### config.mk
export PLATFORM = sky130hd
export DESIGN_NAME = stopwatch_ctrl_flat
export DESIGN_NICKNAME = d
export VERILOG_FILES = /design/src/rtl/stopwatch_ctrl_if.sv /design/src/rtl/stopwatch_ctrl.sv /design/src/flat_wrapper.sv
export SDC_FILE = /design/constraint.sdc
export NUM_CORES = 1
export LEC_CHECK = 0
export CAP_MARGIN = 20
export CORE_ASPECT_RATIO = 0.6
export CORE_MARGIN = 2
export CORE_UTILIZATION = 30
export DETAILED_ROUTE_END_ITERATION = 8
export DONT_BUFFER_PORTS = 1
export PLACE_DENSITY = 0.48
export SLEW_MARGIN = 20
export SYNTH_ARGS = -nofsm -noshare
export SYNTH_HDL_FRONTEND = slang
export SYNTH_SLANG_ARGS = --single-unit
### constraint.sdc
create_clock -name clk -period 3.35 [get_ports clk]
set_input_delay 0.335 -clock clk [delete_from_list [all_inputs] [get_ports clk]]
set_output_delay 0.335 -clock clk [all_outputs]
set_load 0.02 [all_outputs]
### src/rtl/stopwatch_ctrl_if.sv
// Stopwatch controller signal bundle: key pulses, timer tick/value in,
// timer control and display values out.
interface stopwatch_ctrl_if #(
  parameter int unsigned DEPTH = 8,
  parameter int unsigned W     = 20
);
  localparam int unsigned LW = $clog2(DEPTH);

  logic          key_start;
  logic          key_interval;
  logic          key_clear;
  logic          time_1ms;
  logic [W-1:0]  t;

  logic          run_en;
  logic          timer_clr;
  logic [W-1:0]  disp_time;
  logic [W-1:0]  disp_delta;
  logic [LW:0]   lap_count;
  logic [LW-1:0] lap_idx;
  logic          ovf;
  logic          blink;
  logic [1:0]    state_o;

  // Environment side: drives keys, tick and live timer value.
  modport master (
    output key_start, key_interval, key_clear, time_1ms, t,
    input  run_en, timer_clr, disp_time, disp_delta, lap_count, lap_idx,
           ovf, blink, state_o
  );

  // Controller side.
  modport slave (
    input  key_start, key_interval, key_clear, time_1ms, t,
    output run_en, timer_clr, disp_time, disp_delta, lap_count, lap_idx,
           ovf, blink, state_o
  );
endinterface

### src/rtl/stopwatch_ctrl.sv
// Stopwatch control FSM: start/stop, lap capture into a small buffer,
// lap review with split display, clear, and pause blink generation.
// DEPTH must be a power of two, at least 2.
module stopwatch_ctrl #(
  parameter int unsigned DEPTH = 8,
  parameter int unsigned W     = 20
) (
  input  logic          clk,
  input  logic          KEY2,
  stopwatch_ctrl_if.slave sw
);
  localparam int unsigned LW = $clog2(DEPTH);
  localparam logic [LW:0] FULL = (LW+1)'(DEPTH);
  localparam logic [8:0]  BLINK_LAST = 9'd499;

  typedef enum logic [1:0] {
    IDLE   = 2'b00,
    RUN    = 2'b01,
    PAUSE  = 2'b10,
    REVIEW = 2'b11
  } state_t;

  logic [1:0]    rst_sync;
  logic          rst_n;

  state_t        state_q, state_d;
  logic [LW:0]   lap_count_q, lap_count_d;
  logic [LW-1:0] lap_idx_q, lap_idx_d;
  logic          ovf_q, ovf_d;
  logic          blink_q, blink_d;
  logic [8:0]    blink_cnt_q, blink_cnt_d;
  logic          run_en_q, timer_clr_q;
  logic          clr_acc, wr_en;
  logic [W-1:0]  disp_time_q, disp_delta_q, disp_delta_d;
  logic [LW-1:0] prev_idx;
  logic [W-1:0]  buffer [DEPTH];

  // Reset asserts asynchronously but is released only after two clk edges.
  always_ff @(posedge clk or negedge KEY2) begin
    if (!KEY2) rst_sync <= '0;
    else       rst_sync <= {rst_sync[0], 1'b1};
  end

  assign rst_n = rst_sync[1];

  // Next state, lap bookkeeping and blink; key_clear > key_start > key_interval,
  // where a key that means nothing in the current state does not mask lower ones.
  always_comb begin
    state_d      = state_q;
    lap_count_d  = lap_count_q;
    lap_idx_d    = lap_idx_q;
    ovf_d        = ovf_q;
    clr_acc      = 1'b0;
    wr_en        = 1'b0;
    blink_d      = blink_q;
    blink_cnt_d  = blink_cnt_q;
    disp_delta_d = '0;
    prev_idx     = '0;

    unique case (state_q)
      IDLE: begin
        if (sw.key_start) state_d = RUN;
      end
      RUN: begin
        if (sw.key_start) begin
          state_d = PAUSE;
        end else if (sw.key_interval) begin
          if (lap_count_q == FULL) begin
            ovf_d = 1'b1;
          end else begin
            wr_en       = 1'b1;
            lap_count_d = lap_count_q + (LW+1)'(1);
          end
        end
      end
      PAUSE: begin
        if (sw.key_clear) begin
          clr_acc = 1'b1;
        end else if (sw.key_start) begin
          state_d = RUN;
        end else if (sw.key_interval && lap_count_q != '0) begin
          state_d   = REVIEW;
          lap_idx_d = '0;
        end
      end
      REVIEW: begin
        if (sw.key_clear) begin
          clr_acc = 1'b1;
        end else if (sw.key_start) begin
          state_d = PAUSE;
        end else if (sw.key_interval) begin
          if ((LW+1)'(lap_idx_q) + (LW+1)'(1) == lap_count_q) lap_idx_d = '0;
          else                                                 lap_idx_d = lap_idx_q + LW'(1);
        end
      end
      default: state_d = IDLE;
    endcase

    if (clr_acc) begin
      state_d     = IDLE;
      lap_count_d = '0;
      lap_idx_d   = '0;
      ovf_d       = 1'b0;
    end

    // Blink counter runs only while staying in PAUSE; entry or exit restarts it.
    if (state_d != PAUSE || state_q != PAUSE) begin
      blink_d     = 1'b0;
      blink_cnt_d = '0;
    end else if (sw.time_1ms) begin
      if (blink_cnt_q == BLINK_LAST) begin
        blink_cnt_d = '0;
        blink_d     = ~blink_q;
      end else begin
        blink_cnt_d = blink_cnt_q + 9'd1;
      end
    end

    prev_idx = lap_idx_d - LW'(1);
    if (state_d == REVIEW) begin
      if (lap_idx_d == '0) disp_delta_d = buffer[lap_idx_d];
      else                 disp_delta_d = buffer[lap_idx_d] - buffer[prev_idx];
    end
  end

  // Control/status registers, cleared immediately by reset.
  always_ff @(posedge clk or negedge rst_n) begin
    if (!rst_n) begin
      state_q      <= IDLE;
      lap_count_q  <= '0;
      lap_idx_q    <= '0;
      ovf_q        <= 1'b0;
      blink_q      <= 1'b0;
      blink_cnt_q  <= '0;
      run_en_q     <= 1'b0;
      timer_clr_q  <= 1'b0;
      disp_delta_q <= '0;
    end else begin
      state_q      <= state_d;
      lap_count_q  <= lap_count_d;
      lap_idx_q    <= lap_idx_d;
      ovf_q        <= ovf_d;
      blink_q      <= blink_d;
      blink_cnt_q  <= blink_cnt_d;
      run_en_q     <= (state_d == RUN);
      timer_clr_q  <= clr_acc;
      disp_delta_q <= disp_delta_d;
    end
  end

  // Lap storage; contents are only visible through indices below lap_count.
  always_ff @(posedge clk) begin
    if (wr_en) buffer[lap_count_q[LW-1:0]] <= sw.t;
  end

  // Display value: stored lap under review, live timer otherwise (also in reset,
  // since the FSM then sits in IDLE).
  always_ff @(posedge clk) begin
    if (state_d == REVIEW) disp_time_q <= buffer[lap_idx_d];
    else                   disp_time_q <= sw.t;
  end

  assign sw.state_o    = state_q;
  assign sw.run_en     = run_en_q;
  assign sw.timer_clr  = timer_clr_q;
  assign sw.lap_count  = lap_count_q;
  assign sw.lap_idx    = lap_idx_q;
  assign sw.ovf        = ovf_q;
  assign sw.blink      = blink_q;
  assign sw.disp_time  = disp_time_q;
  assign sw.disp_delta = disp_delta_q;
endmodule
### src/flat_wrapper.sv
// flat-port wrapper written by rule: the top's interface ports become plain ports
module stopwatch_ctrl_flat 
#(
  parameter int unsigned DEPTH = 8,
  parameter int unsigned W     = 20
)
  (clk, KEY2, sw_key_start, sw_key_interval, sw_key_clear, sw_time_1ms, sw_t, sw_run_en, sw_timer_clr, sw_disp_time, sw_disp_delta, sw_lap_count, sw_lap_idx, sw_ovf, sw_blink, sw_state_o);
  stopwatch_ctrl_if #(.DEPTH(DEPTH), .W(W)) sw_i ();
  input  logic clk;
  input  logic KEY2;
  input wire logic [$bits(sw_i.key_start)-1:0] sw_key_start;
  input wire logic [$bits(sw_i.key_interval)-1:0] sw_key_interval;
  input wire logic [$bits(sw_i.key_clear)-1:0] sw_key_clear;
  input wire logic [$bits(sw_i.time_1ms)-1:0] sw_time_1ms;
  input wire logic [$bits(sw_i.t)-1:0] sw_t;
  output wire logic [$bits(sw_i.run_en)-1:0] sw_run_en;
  output wire logic [$bits(sw_i.timer_clr)-1:0] sw_timer_clr;
  output wire logic [$bits(sw_i.disp_time)-1:0] sw_disp_time;
  output wire logic [$bits(sw_i.disp_delta)-1:0] sw_disp_delta;
  output wire logic [$bits(sw_i.lap_count)-1:0] sw_lap_count;
  output wire logic [$bits(sw_i.lap_idx)-1:0] sw_lap_idx;
  output wire logic [$bits(sw_i.ovf)-1:0] sw_ovf;
  output wire logic [$bits(sw_i.blink)-1:0] sw_blink;
  output wire logic [$bits(sw_i.state_o)-1:0] sw_state_o;
  assign sw_i.key_start = sw_key_start;
  assign sw_i.key_interval = sw_key_interval;
  assign sw_i.key_clear = sw_key_clear;
  assign sw_i.time_1ms = sw_time_1ms;
  assign sw_i.t = sw_t;
  assign sw_run_en = sw_i.run_en;
  assign sw_timer_clr = sw_i.timer_clr;
  assign sw_disp_time = sw_i.disp_time;
  assign sw_disp_delta = sw_i.disp_delta;
  assign sw_lap_count = sw_i.lap_count;
  assign sw_lap_idx = sw_i.lap_idx;
  assign sw_ovf = sw_i.ovf;
  assign sw_blink = sw_i.blink;
  assign sw_state_o = sw_i.state_o;
  stopwatch_ctrl #(.DEPTH(DEPTH), .W(W)) u_core (.clk(clk), .KEY2(KEY2), .sw(sw_i));
endmodule
==> flow_summary_export.csv <==
group,metric,value,unit
synthesis,synth_fp_nets,886,
power,power_frac_seq,19.3,%
global_route,grt_util_all_layers,16.2,%
synthesis,synth_area,0.0112,mm^2
finish,layout_commonest_cell,"buf_4",
outcome,status,"finished with violations",
power,p_per_area,1170,mW/mm^2
finish,area_delta_synth_final,32.9,%
synthesis,synthArstFlopShare,19.6,%
clock_network,cts_root_buf,"clkbuf_16",
synthesis,syn_inst,835,
routing,dr.pass1.iters,5,
routing,ant_nets,0,
clock_network,cts_tree,"yes",
sta,worstMarginPinSlew,0.694,ns
synthesis,ys_seq_area_share,56.4,%
placed_design,numPortBuffers,0,
power,switching_share,39.0,%
floorplan,die_w,253,um
clock_network,cts_buffer_depth,3,
setup_path,r2r_slack,-1.22,ns
setup_path,r2r_cells,21,
synthesis,synth_flop_cell,"edfxtp_1",
floorplan,die_h,154,um
sta,setup_violations,19,
routing,remaining_drc_errors,0,
sta,finClkSkew,0.00932,ns
floorplan,rows,54,
placed_design,gp_congestion,0.828,
clock_network,path_clk_slew,0.07,ns
outcome,failed_checks,"negative setup slack",
finish,drive_gt1_share,37.5,%
sta,drv_slew,0,
routing,vias,7589,
synthesis,yosysUniqueCellTypes,67,
global_route,gr-total-overflow,0,
power,clkPwrFrac,14.6,%
finish,final.fill_count,3393,
setup_path,cp-end-kind,"flop",
floorplan,start_util,30.6,%
synthesis,synth_edf_count,160,
clock_network,cts_buffers,23,
global_route,grt_max_degree,23,
sta,max_clock_freq,0.219,GHz
setup_path,cpMaxStageDelayCell,"mux4_2",
routing,via_per_inst,4.85,
sta,setup_ws,-1.22,ns
power,p_comb_share,66.0,%
setup_path,setup.worst_path.start_class,"flop",
global_route,antenna_found_initial,0,
sta,slew_headroom,53.6,%
finish,final_net_count,1095,
setup_path,cp_data_arrival_time,4.97,ns
floorplan,ios,79,
setup_path,worst-path-buf-inv,5,
flow_run,maxCapViolCount,0,
worst_hold_path,hold_class,"in2async",
setup_path,cp_top_family,"simple AND/OR/NAND/NOR gates",
floorplan,die_area,0.0389,mm^2
clock_network,insertion_delay,0.53,ns
setup_path,required,3.75,ns
finish,final_cells,1564,
setup_path,timing.rr.end,"u_core.sw.disp_delta[12]",
sta,hold_violations,0,
power,ir_drop,0.587,mV
finish,final_cell_mix,"169 x buf_4, 160 x edfxtp_1, 124 x mux2i_1",
setup_path,regToRegStartpoint,"u_core.sw.lap_idx[1]",
sta,period_share,136,%
synthesis,yosysWarningCount,0,
routing,wire_per_inst,20.5,um
setup_path,path_cells,"buf_4, a21boi_1, and4b_2, nor4_4, o21ai_4, buf_12, buf_4, inv_6, mux4_2, mux2i_1, inv_1, fa_2, nor2b_4, o21ai_4, a21oi_2, o31a_1, a21o_1, a21o_1, a21oi_2, nor3b_2, nor4_2",
global_route,first_global_vias,7518,
setup_path,crit_fanout,5,
power,p_int,10600,uW
synthesis,avgSynthCellArea,13.4,um^2
power,power_switching,6770,uW
clock_network,clock-sinks,224,
clock_network,cts_htree_levels,1,
sta,layout_min_cycle_time,4.57,ns
routing,drt_iter0_markers,517,
setup_path,path_class,"reg2reg",
finish,final_util,40.7,%
setup_path,slowest_delay,0.51,ns
finish,diodes,0,
global_route,grt_pass1_wl,47600,um
sta,rsz0062_at_grt,"true",
placed_design,detailed_place_hpwl,21600,um
placed_design,dp_worst_setup_slack,-1.31,ns
routing,routed_wl,32000,um
power,leakage,0.00602,uW
placed_design,dp.cells,1469,
synthesis,ys_ff_latch,224,
floorplan,coreArea,0.0366,mm^2
-- how the worst max path moves through the flow --
stage                           start                  endpoint  slack, ns  cells after the start
5_1_grt        u_core.sw.lap_count[0]  u_core.sw.disp_delta[12]      -1.35                     23
6_report         u_core.sw.lap_idx[1]  u_core.sw.disp_delta[12]      -1.22                     21
2_1_floorplan    u_core.sw.lap_idx[0]  u_core.sw.disp_delta[18]      -1.20                     22
4_1_cts          u_core.sw.lap_idx[1]  u_core.sw.disp_delta[12]      -1.07                     19
3_5_place_dp     u_core.sw.lap_idx[1]  u_core.sw.disp_delta[19]      -1.31                     19
3_3_place_gp   u_core.sw.lap_count[0]  u_core.sw.disp_delta[19]      -1.25                     21
-- stage by stage --
stage / setup TNS, ns / instance area [um^2] / hold WS, ns / total power (uW)
after floorplan: -14.49 / 11400 / 0.0394 / 9030
after detailed placement: -16.97 / 13100 / 0.0395 / 12800
after global routing: -18.81 / 14900 / 0.0204 / 18400
after global placement: -16.34 / 13100 / 0.0394 / 12800
final: -16.25 / 14900 / 0.0363 / 17400
after CTS: -14.41 / 14400 / 0.000233 / 16100
-- layer usage --
metal  share of wire, %  vias to the layer above  wire length (um)  GRT usage (%)
li1                   -                     3584                 -              -
met1                 53                     3828             17000           25.6
met2                 41                      143             13200           23.1
met3                3.9                       34              1240           2.96
met4                1.6                        0               522           2.59
met5                  0                        -                 0              0
-- worst register-to-register path: cells and delay by family (launching register included) --
| family | cells | cell delay [ns] |
|---|---|---|
| AO/OA/AOI/OAI | 8 | 1.07 |
| adder cells (fa/ha/maj) | 1 | 0.40 |
| buffers and inverters | 5 | 0.67 |
| flip-flops | 1 | 0.42 |
| multiplexers | 2 | 0.77 |
| AND/OR/NAND/NOR | 5 | 1.11 |
-- layout make-up --
| type | count | area [um^2] | share of cell area [%] |
|---|---|---|---|
| clock buffers | 29 | 671 | 4.51 |
| repair inverters | 1 | 8.76 | 0.0589 |
| inverters | 12 | 52.6 | 0.353 |
| multi-input cells | 559 | 5120 | 34.5 |
| well taps | 504 | 631 | 4.24 |
| repair buffers | 223 | 2000 | 13.5 |
| flip-flops and latches | 224 | 6310 | 42.5 |
| clock inverters | 12 | 67.6 | 0.454 |
-- sequential cells by signal (all words and copies together), names as in the netlist, 2 cells and up --
name                  flops
u_core.blink_cnt_q        9
u_core.buffer           160
u_core.rst_sync           2
u_core.sw.disp_delta     20
u_core.sw.disp_time      20
u_core.sw.lap_count       4
u_core.sw.lap_idx         3
u_core.sw.state_o         2
-- timing repair --
action                     in CTS  in global routing
buffers inserted                8                 21
hold endpoints to repair      186                  1
gates resized for setup        51                 67
hold buffers                   23                  1
setup endpoints to repair      21                 22
pin swaps                      12                 34
cloned                          1                  1
-- cells in the mapped netlist (2+ instances only) --
cell type    n  area (um^2)
a21o_1      13         97.6
o211ai_1     5         37.5
nor3_1      10         50.1
nand4_1      2         12.5
a21oi_1     28          140
o2111ai_1    2         17.5
edfxtp_1   160         4800
mux2_2      21          236
buf_2       16         80.1
nor3b_1      2         15.0
nand2b_1     5         31.3
or2_2        2         12.5
xor2_1       4         35.0
mux4_2      40          901
a31oi_1      4         25.0
dfxtp_1     20          400
nand3b_1     3         22.5
o31ai_1      5         37.5
clkbuf_1    16         60.1
o211a_1      2         20.0
a211oi_1     7         52.6
o21ai_0     23          115
o21a_1       4         30.0
buf_4        6         45.0
dfrtp_1     44         1100
nand3_1     12         60.1
buf_1        2         7.51
inv_1        9         33.8
mux2i_1    132         1320
and3_1      10         62.6
nor2_1      44          165
nor4b_1      2         17.5
nand2_1    101          379
inv_2        2         7.51
or3_1        3         18.8
xnor2_1     13          114
nor2b_1      6         37.5
ha_1        24          300
and2_1       3         18.8
-- kinds of logic (layout without fill, tap and decap cells) --
family	Yosys count	after routing	share of synthesized area (%)
DFF	224	224	56.4
and+or+nand+nor	214	214	8.85
muxes	193	193	22.0
AOI/OAI and AO/OA	108	108	6.31
buffers and inverters	52	277	2.15
adders and majority gates	25	25	2.86
xor gates and xnor gates	18	18	1.48
other	1	1	0.0335
-- power groups by stage --
stage	Sequential [uW]	Combinational, uW	Clock [uW]
final	3350	11500	2540
after global routing	3370	12300	2720
after CTS	3360	10200	2610
after detailed placement	3410	9380	0
after global placement	3420	9420	0
after floorplan	3440	5590	0
(Power assumes the default switching activity.)
